[src/rtl/posit_top.sv]
// Posit sign-injection / min-max / compare / classify unit; arithmetic ops return NaR with NV.
// Optional classify support is compiled in with POSIT_TOP_CLASSIFY_EN.

package posit_pkg;

  typedef enum logic [2:0] {
    RNE = 3'b000,
    RTZ = 3'b001,
    RDN = 3'b010,
    RUP = 3'b011,
    RMM = 3'b100
  } roundmode_e;

  typedef enum logic [3:0] {
    FMADD    = 4'd0,
    FMSUB    = 4'd1,
    ADD      = 4'd2,
    MUL      = 4'd3,
    DIV      = 4'd4,
    SQRT     = 4'd5,
    SGNJ     = 4'd6,
    MINMAX   = 4'd7,
    CMP      = 4'd8,
    CLASSIFY = 4'd9
  } operation_e;

  typedef struct packed {
    logic nv;
    logic dz;
    logic of;
    logic uf;
    logic nx;
  } status_t;

endpackage

module posit_top #(
  parameter int WIDTH        = 32,
  parameter int ES           = 2,
  parameter int NUM_OPERANDS = 3
) (
  input  logic                                clk_i,
  input  logic                                rst_ni,
  input  logic [NUM_OPERANDS-1:0][WIDTH-1:0]  operands_i,
  input  posit_pkg::roundmode_e               rnd_mode_i,
  input  posit_pkg::operation_e               op_i,
  input  logic                                op_mod_i,
  input  logic [2:0]                          src_fmt_i,
  input  logic [2:0]                          dst_fmt_i,
  input  logic [1:0]                          int_fmt_i,
  input  logic                                vectorial_op_i,
  input  logic                                simd_mask_i,
  input  logic                                tag_i,
  input  logic                                in_valid_i,
  output logic                                in_ready_o,
  input  logic                                flush_i,
  output logic [WIDTH-1:0]                    result_o,
  output posit_pkg::status_t                  status_o,
  output logic                                tag_o,
  output logic                                out_valid_o,
  input  logic                                out_ready_i,
  output logic                                busy_o
);
  // Purpose: one-stage posit sign/order/classify ops; other opcodes yield NaR + NV.
  // Latency: one cycle from accept to out_valid_o.
  // Backpressure: single output register; input stalls while it holds an unconsumed result.

  import posit_pkg::*;

  localparam logic [WIDTH-1:0] NAR  = {1'b1, {(WIDTH-1){1'b0}}};
  localparam logic [WIDTH-1:0] ONE  = WIDTH'(1);
  localparam int               ES_W = ES;

  logic [WIDTH-1:0] op0, op1;
  logic [WIDTH-1:0] op0_neg, mag, mag_neg;
  logic             op0_is_zero, op0_is_nar;
  logic             lt, eq;
  logic             sgn;
  logic             accept;

  logic [WIDTH-1:0] calc_res;
  status_t          calc_stat;

  logic             out_valid_q, out_valid_d;
  logic [WIDTH-1:0] result_q, result_d;
  status_t          status_q, status_d;
  logic             tag_q, tag_d;

  logic unused_inputs;
  assign unused_inputs = ^{operands_i, op_mod_i, src_fmt_i, dst_fmt_i, int_fmt_i,
                           vectorial_op_i, simd_mask_i, ES_W[0]};

  assign op0         = operands_i[0];
  assign op1         = operands_i[1];
  assign op0_is_zero = (op0 == '0);
  assign op0_is_nar  = (op0 == NAR);
  assign op0_neg     = ~op0 + ONE;
  assign mag         = op0[WIDTH-1] ? op0_neg : op0;
  assign mag_neg     = ~mag + ONE;

  // NaR is the most negative two's-complement word, so plain signed order handles it.
  assign lt = ($signed(op0) < $signed(op1));
  assign eq = (op0 == op1);

  always_comb begin
    sgn = 1'b0;
    case (rnd_mode_i)
      RNE:     sgn = op1[WIDTH-1];
      RTZ:     sgn = ~op1[WIDTH-1];
      RDN:     sgn = op0[WIDTH-1] ^ op1[WIDTH-1];
      default: sgn = 1'b0;
    endcase
  end

  always_comb begin
    calc_res  = '0;
    calc_stat = '0;
    case (op_i)
      SGNJ: begin
        if (rnd_mode_i == RNE || rnd_mode_i == RTZ || rnd_mode_i == RDN) begin
          if (op0_is_zero || op0_is_nar) calc_res = op0;
          else                           calc_res = sgn ? mag_neg : mag;
        end else begin
          calc_stat.nv = 1'b1;
        end
      end
      MINMAX: begin
        case (rnd_mode_i)
          RNE:     calc_res = lt ? op0 : op1;
          RTZ:     calc_res = lt ? op1 : op0;
          default: calc_stat.nv = 1'b1;
        endcase
      end
      CMP: begin
        case (rnd_mode_i)
          RNE:     calc_res = {{(WIDTH-1){1'b0}}, lt | eq};
          RTZ:     calc_res = {{(WIDTH-1){1'b0}}, lt};
          RDN:     calc_res = {{(WIDTH-1){1'b0}}, eq};
          default: calc_stat.nv = 1'b1;
        endcase
      end
`ifdef POSIT_TOP_CLASSIFY_EN
      CLASSIFY: begin
        if (op0_is_zero)        calc_res = WIDTH'(1);
        else if (op0_is_nar)    calc_res = WIDTH'(2);
        else if (!op0[WIDTH-1]) calc_res = WIDTH'(4);
        else                    calc_res = WIDTH'(8);
      end
`endif
      default: begin
        calc_res     = NAR;
        calc_stat.nv = 1'b1;
      end
    endcase
  end

  assign in_ready_o = ~out_valid_q | out_ready_i;
  assign accept     = in_valid_i & in_ready_o & ~flush_i;

  always_comb begin
    out_valid_d = out_valid_q;
    result_d    = result_q;
    status_d    = status_q;
    tag_d       = tag_q;
    if (flush_i) begin
      out_valid_d = 1'b0;
    end else if (accept) begin
      out_valid_d = 1'b1;
      result_d    = calc_res;
      status_d    = calc_stat;
      tag_d       = tag_i;
    end else if (out_ready_i) begin
      out_valid_d = 1'b0;
    end
  end

  always_ff @(posedge clk_i) begin
    if (!rst_ni) begin
      out_valid_q <= 1'b0;
      result_q    <= '0;
      status_q    <= '0;
      tag_q       <= 1'b0;
    end else begin
      out_valid_q <= out_valid_d;
      result_q    <= result_d;
      status_q    <= status_d;
      tag_q       <= tag_d;
    end
  end

  assign out_valid_o = out_valid_q;
  assign result_o    = result_q;
  assign status_o    = status_q;
  assign tag_o       = tag_q;
  assign busy_o      = out_valid_q;

endmodule

[config.mk]
export PLATFORM = sky130hd
export DESIGN_NAME = posit_top
export DESIGN_NICKNAME = d
export VERILOG_FILES = /design/src/rtl/posit_top.sv
export SDC_FILE = /design/constraint.sdc
export NUM_CORES = 1
export LEC_CHECK = 0
export ABC_AREA = 1
export BUFFER_PORTS_ARGS = -buffer_cell sky130_fd_sc_hd__buf_4
export CAP_MARGIN = 10
export CORE_AREA = 3 3 166 104
export CTS_CLUSTER_DIAMETER = 30
export DETAILED_ROUTE_END_ITERATION = 8
export DIE_AREA = 0 0 169 107
export GPL_TIMING_DRIVEN = 1
export PLACE_DENSITY = 0.56
export SLEW_MARGIN = 20
export SYNTH_ARGS = -nofsm -noshare
export SYNTH_HDL_FRONTEND = slang
export SYNTH_SLANG_ARGS = --single-unit
export TNS_END_PERCENT = 20
[constraint.sdc]
create_clock -name clk_i -period 3.8 [get_ports clk_i]
set_clock_uncertainty 0.1 [all_clocks]
set_input_delay 0.76 -clock clk_i [delete_from_list [all_inputs] [get_ports clk_i]]
set_output_delay 0.76 -clock clk_i [all_outputs]
set_load 0.1 [all_outputs]
==> out/results.ini, run 1 <==
[clock_tree]
cts_sinks=35
clkLatencyLatePin_ps=280
htreeDepth=2
cts_tree=built
clk_path_buf_depth=2
clk_pin_slew_worst_paths_ps=50
cts_setup_buffers=0
cts_root_buffer=clkbuf_16
cts.repair.resized=0
numCtsBuffers=5
holdBufCountCts=0

[logic_synthesis]
synth_area_um2=5490
ys_ff_latch=35
synth_top_area_share=0.241
synth_warnings=0
synth-main-ff-cell=dfxtp_1
synth-edff-count=0
synthTopCellsByCount=nand2_1 (353), nand3_1 (115), inv_1 (110), nor2_1 (108), a21oi_1 (72)
synthCells=1039
yosysMostFrequentCell=nand2_1
synth_area_leader_cell=nand2_1
yosysUniqueCellTypes=38
synth.area.top_cells=nand2_1 (24%), dfxtp_1 (13%), nand3_1 (10%)
syn_area_per_cell_um2=5.29
ys_seq_area_frac=0.128
ys_async_sr_fraction=0

[power_and_ir_drop]
ir_worst_vdd_v=0.000161
power_density_nw_per_um2=249
power_mw=1.67
power_leakage_nw=3.51

[placed_design]
dp_slack_ps=294
port_buffers=113
gp_congestion=0.953
dp_hpwl_um=17300

[route]
first_iter_violations=610
drc_errors=0
num_vias=6927
vias_per_cell=5.13
totalWireLength_um=21100
dr.pass1.iters=6
ant_nets=0
avgRoutedWirePerCell_um=15.6

[global_route]
grt_usage=0.228
antenna_found_initial=0
grt_overflow=0
grt_pass1_vias=6265
grt_max_degree=53
grt_pass1_wl_um=33100

[floorplanning]
start_util=0.346
num_rows=36
die_h_um=107
die_w_um=169
die_area_um2=18100
coreArea_um2=15900
ios=161

[timing]
rsz0062_at_grt=no
hold_ws_ps=365
min_period_ps=3280
timing.final.ws_setup_ps=525
tightest_slew_ps=531
setup_viol=0
final_hold_viol_count=0
maxSlewViolCount=0
fin_crit_sh=0.862
max_slew_margin=0.646
fmax_mhz=305
setup_tns_ps=0

[critical_path]
arrival_ps=3400
cp-end-kind=register
r2r_cells=7
cp-start-kind=input pin
timing.rr.start=busy_o$_SDFFE_PP0P_
path_max_fanout=11
crit_required_ps=3930
reg2reg_slack_ps=2090
r2r-end=result_o[31]$_SDFFE_PN0P_
crit_type=input pin to register

[layout]
fin_nets=1293
area_growth_syn_to_layout_pct=22.1
diodes=0
drive_gt1_frac=0.173

[outcome]
status=finished, final reports clean

[min_path]
worstHoldStart=result_o[1]$_SDFFE_PN0P_
min_to=result_o[1]$_SDFFE_PN0P_
hold_path_class=register to register
hold_depth=2

[flow_run]
maxCapViolations=0

==> logic make-up after synthesis <==
kind of cell | share of synthesized area
compound gates | 0.147
flops | 0.128
xor+xnor | 0.0128
fa+ha+maj | 0.0752
other cells | 0.000683
simple gates | 0.513
buf+inv | 0.124
==> power by group <==
part	internal [mW]	leakage (nW)	total (mW)	switching, mW
sequential	0.388	0.287	0.398	0.0103
clock	0.262	0.0741	0.429	0.166
combinational	0.251	3.15	0.842	0.590
==> through the flow <==
stage	cell area, um^2	util	cells
floorplan	5510	-	1042
global placement	6560	0.412	1342
detailed placement	6560	0.412	1342
CTS	6710	0.422	1350
global route	6710	0.422	1350
finish	6710	0.422	1350
==> cell usage in the layout (no fill, tap or decap), types with 6 or more instances in the layout <==
master and n:
nand2_2 18, nand3_1 115, inv_2 11, nand3b_1 8
buf_4 131, ha_1 33, xor2_1 6, o21ai_1 14
nand4_1 14, a21oi_1 72, o21ai_0 49, nor2_1 107
inv_1 110, dfxtp_1 35, nand2_1 353, nor2_2 13
==> critical path, cell delays in order <==
cell	delay [ps]
buf_4	100
inv_1	60
ha_1	390
nand2_2	90
nor2_2	170
nand2_2	90
nor4_4	310
nand2_2	170
nand2_4	120
nand2_2	120
nand2_2	190
nand2_1	110
nand2_4	80
buf_4	190
nand2_1	60
nand2_1	90
nand2_1	90
nand3_1	100
nand2_1	60
inv_1	40
==> cell type report <==
cell class / count / area [um^2]
fill: 1840 / 9190
multi-input combinational: 844 / 4130
timing repair buffer: 132 / 1000
sequential: 35 / 701
inverter: 122 / 458
tap: 209 / 262
clock buffer: 7 / 143
clock inverter: 1 / 8.76
==> registers in the layout, summed over array words and instances, names as in the netlist <==
signal and cells:
busy_o 1, result_o 32, status_o 1, tag_o 1
==> worst max-delay path by stage <==
stage	from	to	slack, ps	cells after the start
finish	operands_i[63]	result_o[16]$_SDFFE_PN0P_	520	20
global route	operands_i[63]	result_o[24]$_SDFFE_PN0P_	340	17
CTS	operands_i[63]	result_o[16]$_SDFFE_PN0P_	570	20
detailed placement	operands_i[63]	result_o[16]$_SDFFE_PN0P_	290	20
global placement	operands_i[63]	result_o[16]$_SDFFE_PN0P_	330	20
floorplan	operands_i[63]	result_o[16]$_SDFFE_PN0P_	1040	20
==> layer usage <==
metal | wire length [um] | global-route usage | vias up | part of all wire
met5 | 0 | 0 | - | 0
met4 | 268 | 0.0400 | 0 | 0.013
met3 | 1610 | 0.0361 | 20 | 0.077
met2 | 8430 | 0.335 | 254 | 0.40
met1 | 10800 | 0.351 | 3119 | 0.51
li1 | - | - | 3534 | -
Note: power is estimated with default switching activity, not from simulation.
==> run 2, diff against run 1 <==
--- a/config.mk
+++ b/config.mk
@@ -7,13 +7,14 @@
 export LEC_CHECK = 0
 export ABC_AREA = 1
 export BUFFER_PORTS_ARGS = -buffer_cell sky130_fd_sc_hd__buf_4
-export CAP_MARGIN = 10
+export CAP_MARGIN = 20
 export CORE_AREA = 3 3 166 104
 export CTS_CLUSTER_DIAMETER = 30
 export DETAILED_ROUTE_END_ITERATION = 8
 export DIE_AREA = 0 0 169 107
 export GPL_TIMING_DRIVEN = 1
 export PLACE_DENSITY = 0.56
+export RECOVER_POWER = 50
 export SLEW_MARGIN = 20
 export SYNTH_ARGS = -nofsm -noshare
 export SYNTH_HDL_FRONTEND = slang
==> run 2 against run 1 <==
Effect of this change:
- die area unchanged
- routed wire length increased by 0.33%
- critical path type unchanged
- cell area decreased by 2.0%
- critical path depth unchanged
- clock power about the same
- via count increased by 0.43%
- first-iteration DRC count decreased by 8.2%
- global-route usage unchanged
- hold slack got worse by 1.5 ps
- highest routed layer unchanged
- sequential power about the same
- combinational power decreased by 2%
- sequential cell count unchanged
==> out/results.ini, run 2 (synthesized netlist as in run 1, its figures left out) <==
[critical_path]
crit_type=input pin to register  ; unchanged
cp_cell_sequence=buf_4 -> inv_1 -> ha_1 -> nand2_2 -> nor2_2 -> nand2_2 -> nor4_4 -> nand2_2 -> nand2_4 -> nand2_2 -> nand2_2 -> nand2_1 -> nand2_4 -> buf_4 -> nand2_1 -> nand2_1 -> nand2_1 -> nand3_1 -> nand2_1 -> inv_1  ; unchanged
slowest_stage=ha_1  ; unchanged
r2r_cells=7  ; unchanged
path_max_fanout=11  ; unchanged
arrival_ps=3380  ; was 3400 ps
crit_family=simple AND/OR/NAND/NOR gates  ; unchanged
critPathMaxStageDelay_ps=390  ; about the same
cp-start-kind=input pin  ; unchanged
timing.rr.start=busy_o$_SDFFE_PP0P_  ; unchanged
reg2reg_slack_ps=2100  ; was 2090 ps
r2r-end=result_o[31]$_SDFFE_PN0P_  ; unchanged
crit_required_ps=3930  ; about the same
crit_buf_inv=4  ; unchanged
cp-end-kind=register  ; unchanged

[outcome]
status=finished, final reports clean  ; unchanged

[timing]
max_slew_margin=0.205  ; was 0.646
setup_tns_ps=0  ; unchanged
setup_viol=0  ; unchanged
tightest_slew_ps=1200  ; was 531 ps
final_hold_viol_count=0  ; unchanged
fin_crit_sh=0.855  ; was 0.862
fmax_mhz=308  ; was 305 MHz
min_period_ps=3250  ; was 3280 ps
rsz0062_at_grt=no  ; unchanged
maxSlewViolCount=0  ; unchanged

[global_route]
antenna_found_initial=0  ; unchanged
grt_pass1_vias=6265  ; unchanged
grt_usage=0.228  ; unchanged
grt_max_degree=53  ; unchanged
grt_overflow=0  ; unchanged
grt_pass1_wl_um=33100  ; unchanged

[clock_tree]
cts_root_buffer=clkbuf_16  ; unchanged
clk_path_buf_depth=2  ; unchanged
htreeDepth=2  ; unchanged
clkLatencyLatePin_ps=280  ; about the same
cts_tree=built  ; unchanged
cts_sinks=35  ; unchanged
holdBufCountCts=0  ; unchanged
cts_setup_buffers=0  ; unchanged
cts.repair.resized=0  ; unchanged
numCtsBuffers=5  ; unchanged
clk_pin_slew_worst_paths_ps=50  ; about the same

[route]
num_vias=6957  ; was 6927
drc_errors=0  ; unchanged
first_iter_violations=560  ; was 610
avgRoutedWirePerCell_um=15.7  ; was 15.6 um
vias_per_cell=5.15  ; was 5.13
totalWireLength_um=21100  ; about the same
ant_nets=0  ; unchanged
dr.pass1.iters=6  ; unchanged

[layout]
layout_common_cells=nand2_1 (353), nand3_1 (115), inv_1 (110)  ; was nand2_1 (353), buf_4 (131), nand3_1 (115)
fin_nets=1293  ; unchanged
multi_input_area_um2=4130  ; unchanged
design_area_um2=6580  ; was 6710 um^2
drive_gt1_frac=0.142  ; was 0.173
fillers=1857  ; was 1840
final_common_cell=nand2_1  ; unchanged
diodes=0  ; unchanged
ff_latch_area_um2=701  ; unchanged
area_growth_syn_to_layout_pct=19.7  ; was 22.1%
largest_register_ffs=32  ; unchanged

[placed_design]
dp_hpwl_um=17300  ; unchanged
post_dp_cell_area_um2=6560  ; unchanged
port_buffers=113  ; unchanged
gp_congestion=0.953  ; unchanged

[min_path]
min_to=result_o[1]$_SDFFE_PN0P_  ; unchanged
worstHoldStart=result_o[1]$_SDFFE_PN0P_  ; unchanged
hold_path_class=register to register  ; unchanged
hold_depth=2  ; unchanged

[power_and_ir_drop]
power_mw=1.65  ; was 1.67 mW
ir_worst_vdd_v=0.000158  ; was 0.000161 V
power_density_nw_per_um2=251  ; was 249 nW/um^2
power_leakage_nw=3.36  ; was 3.51 nW

[floorplanning]
die_h_um=107  ; unchanged
ios=161  ; unchanged
coreArea_um2=15900  ; unchanged
die_area_um2=18100  ; unchanged
num_rows=36  ; unchanged
die_w_um=169  ; unchanged
start_util=0.346  ; unchanged

[flow_run]
maxCapViolations=0  ; unchanged

==> run 2: cell types whose count changed in the layout (fill, tap and decap cells not counted), sizes merged <==
cell,delta
clkbuf,+35
buf,-35
==> run 2: how the worst max path moves through the flow <==
stage / from / end / slack (ps) / cells past startpoint
2_1_floorplan: operands_i[63] / result_o[16]$_SDFFE_PN0P_ / 1040 / 20
6_report: operands_i[63] / result_o[16]$_SDFFE_PN0P_ / 550 / 20
3_5_place_dp: operands_i[63] / result_o[16]$_SDFFE_PN0P_ / 290 / 20
5_1_grt: operands_i[63] / result_o[24]$_SDFFE_PN0P_ / 340 / 17
3_3_place_gp: operands_i[63] / result_o[16]$_SDFFE_PN0P_ / 330 / 20
4_1_cts: operands_i[63] / result_o[16]$_SDFFE_PN0P_ / 570 / 20
==> run 2: metal layers <==
metal  global-route usage  part of all wire  vias up
met5                    0                 0        -
met4               0.0400             0.014        0
met3               0.0361             0.080       22
met2                0.335              0.40      272
met1                0.351              0.51     3127
li1                     -                 -     3536
==> run 2: worst reg2reg max path, stage by stage, from the launching register on <==
cell	delay, ps
dfxtp_1	310
inv_1	50
nor2_1	50
nor3_2	150
inv_2	210
a21oi_1	220
a21boi_0	350
a21oi_1	130
==> run 2: final cells by class <==
class | count | area share
Clock buffer | 7 | 0.0217
Clock inverter | 1 | 0.00133
Inverter | 122 | 0.0696
Multi-Input combinational cell | 844 | 0.628
Sequential cell | 35 | 0.107
Tap cell | 209 | 0.0398
Timing Repair Buffer | 132 | 0.133
==> run 2: through the flow <==
step / utilization / hold WS (ps) / std cells / setup slack [ps]
after floorplan: - / 738 / 1042 / 1040
after global placement: 0.412 / 360 / 1342 / 327
after detailed placement: 0.412 / 359 / 1342 / 294
after CTS: 0.422 / 368 / 1350 / 571
after global routing: 0.414 / 383 / 1350 / 341
final: 0.414 / 364 / 1350 / 551
==> run 2: report_power, final <==
group	total [mW]	internal [mW]	switching [mW]
clock	0.427	0.262	0.165
combinational	0.825	0.234	0.591
sequential	0.398	0.388	0.00979
==> run 3, diff against run 2 <==
--- a/config.mk
+++ b/config.mk
@@ -8,12 +8,12 @@
 export ABC_AREA = 1
 export BUFFER_PORTS_ARGS = -buffer_cell sky130_fd_sc_hd__buf_4
 export CAP_MARGIN = 20
-export CORE_AREA = 3 3 166 104
+export CORE_AREA = 3 3 154 96
 export CTS_CLUSTER_DIAMETER = 30
 export DETAILED_ROUTE_END_ITERATION = 8
-export DIE_AREA = 0 0 169 107
+export DIE_AREA = 0 0 157 99
 export GPL_TIMING_DRIVEN = 1
-export PLACE_DENSITY = 0.56
+export PLACE_DENSITY = 0.64
 export RECOVER_POWER = 50
 export SLEW_MARGIN = 20
 export SYNTH_ARGS = -nofsm -noshare
==> run 3 against run 2 <==
Effect of this change:
- clock-buffer cell count unchanged
- register-to-register slack worse by 40 ps
- fmax shrank 0.39%
- power decreased by 1.7%
- sequential cell count is the same
- first-iteration DRC count up 18%
- non-clock buffer count decreased by 3
- largest power group unchanged
==> out/results.ini, run 3 (synthesized netlist as in run 1, its figures left out) <==
[timing]
tightest_slew_ps=1210  ; was 1200 ps
hold_ws_ps=370  ; was 364 ps
final_hold_viol_count=0  ; unchanged
rsz0062_at_grt=no  ; unchanged
min_period_ps=3260  ; was 3250 ps
setup_viol=0  ; unchanged
max_slew_margin=0.199  ; was 0.205
maxSlewViolCount=0  ; unchanged
setup_tns_ps=0  ; unchanged
fin_crit_sh=0.858  ; was 0.855
fmax_mhz=307  ; was 308 MHz

[clock_tree]
clk_pin_slew_worst_paths_ps=50  ; about the same
clkLatencyLatePin_ps=280  ; about the same
cts.repair.resized=0  ; unchanged
cts_tree=built  ; unchanged
cts_setup_buffers=0  ; unchanged
cts_sinks=35  ; unchanged
numCtsBuffers=5  ; unchanged
clk_path_buf_depth=2  ; unchanged
cts_root_buffer=clkbuf_16  ; unchanged
holdBufCountCts=0  ; unchanged
htreeDepth=2  ; unchanged

[floorplanning]
ios=161  ; unchanged
start_util=0.407  ; was 0.346
coreArea_um2=13500  ; was 15900 um^2
die_area_um2=15500  ; was 18100 um^2
num_rows=33  ; was 36
die_h_um=99  ; was 107 um
die_w_um=157  ; was 169 um

[layout]
fin_nets=1290  ; was 1293
layout_common_cells=nand2_1 (353), nand3_1 (115), inv_1 (110)  ; unchanged
largest_register_ffs=32  ; unchanged
final_common_cell=nand2_1  ; unchanged
multi_input_area_um2=4130  ; unchanged
diodes=0  ; unchanged
drive_gt1_frac=0.139  ; was 0.142
fillers=1520  ; was 1857
ff_latch_area_um2=701  ; unchanged
area_growth_syn_to_layout_pct=18.3  ; was 19.7%

[critical_path]
critPathMaxStageDelay_ps=390  ; about the same
crit_family=simple AND/OR/NAND/NOR gates  ; unchanged
slowest_stage=ha_1  ; unchanged
cp_cell_sequence=buf_4 -> inv_1 -> ha_1 -> nand2_2 -> nor2_2 -> nand2_2 -> nor4_4 -> nand2_2 -> nand2_4 -> nand2_2 -> nand2_2 -> nand2_4 -> nand2_4 -> inv_2 -> o21ai_0 -> a21oi_1 -> nor2_1  ; was buf_4 -> inv_1 -> ha_1 -> nand2_2 -> nor2_2 -> nand2_2 -> nor4_4 -> nand2_2 -> nand2_4 -> nand2_2 -> nand2_2 -> nand2_1 -> nand2_4 -> buf_4 -> nand2_1 -> nand2_1 -> nand2_1 -> nand3_1 -> nand2_1 -> inv_1
crit_type=input pin to register  ; unchanged
cp-end-kind=register  ; unchanged
crit_buf_inv=3  ; was 4
path_max_fanout=12  ; was 11
arrival_ps=3380  ; about the same
cp-start-kind=input pin  ; unchanged
crit_top_cell=nand2_2
crit_required_ps=3920  ; was 3930 ps

[power_and_ir_drop]
power_leakage_nw=3.34  ; was 3.36 nW
power_density_nw_per_um2=250  ; was 251 nW/um^2
ir_worst_vdd_v=0.000150  ; was 0.000158 V

[global_route]
grt_max_degree=53  ; unchanged
grt_overflow=0  ; unchanged
grt_pass1_wl_um=31900  ; was 33100 um
grt_usage=0.257  ; was 0.228
antenna_found_initial=0  ; unchanged
grt_pass1_vias=6104  ; was 6265

[route]
ant_nets=0  ; unchanged
totalWireLength_um=20200  ; was 21100 um
first_iter_violations=658  ; was 560
vias_per_cell=5.27  ; was 5.15
drc_errors=0  ; unchanged
dr.pass1.iters=5  ; was 6
num_vias=6925  ; was 6957
avgRoutedWirePerCell_um=15.4  ; was 15.7 um

[placed_design]
dp_hpwl_um=16200  ; was 17300 um
gp_congestion=0.976  ; was 0.953
port_buffers=113  ; unchanged

[flow_run]
maxCapViolations=0  ; unchanged

[outcome]
status=finished, final reports clean  ; unchanged

[min_path]
hold_path_class=register to register  ; unchanged

==> run 3: changes by cell type in the layout (fill, tap and decap cells not counted) <==
cell	previous run	this run
clkbuf_1	36	37
buf_4	96	93
clkinv_2	0	1
clkbuf_8	1	0
clkinv_4	1	0
==> run 3: worst min-delay path, stage by stage (launching register included) <==
cell and delay, ps:
dfxtp_1 300, nand2_1 60, a21oi_1 60
==> run 3: cell type report <==
type / count / share of cell area
Multi-Input combinational cell: 844 / 0.636
Timing Repair Buffer: 129 / 0.131
Sequential cell: 35 / 0.108
Inverter: 122 / 0.0705
Tap cell: 175 / 0.0337
Clock buffer: 7 / 0.0204
Clock inverter: 1 / 0.000770
==> run 3: path summary, 6_finish.rpt <==
check	from	end	slack, ps	cells after the start
max	operands_i[63]	result_o[5]$_SDFFE_PN0P_	540	17
min	result_o[2]$_SDFFE_PN0P_	result_o[2]$_SDFFE_PN0P_	370	2
max reg2reg	busy_o$_SDFFE_PP0P_	result_o[31]$_SDFFE_PN0P_	2060	7
min reg2reg	result_o[2]$_SDFFE_PN0P_	result_o[2]$_SDFFE_PN0P_	370	2
==> run 3: routing by layer <==
layer  vias up  routed length, um  global-route usage
li1       3535                  -                   -
met1      3061              10000               0.400
met2       302               8000               0.361
met3        27               1790              0.0470
met4         0                419              0.0619
met5         -                  0                   0
==> run 3: where the power goes <==
| group | leakage [nW] | switching, mW | internal (mW) |
|---|---|---|---|
| sequential | 0.287 | 0.00963 | 0.388 |
| combinational | 2.99 | 0.585 | 0.231 |
| clock | 0.0679 | 0.165 | 0.243 |
| total | 3.34 | 0.760 | 0.861 |
==> run 3: stage by stage <==
step,power (mW),utilization,setup WS [ps],area (um^2),instances
6_report,1.62,0.481,539,6500,1313
5_1_grt,1.73,0.481,322,6500,1313
4_1_cts,1.63,0.491,598,6630,1313
3_5_place_dp,1.23,0.481,301,6490,1305
3_3_place_gp,1.22,0.481,384,6490,1305
2_1_floorplan,0.990,-,1040,5510,1042
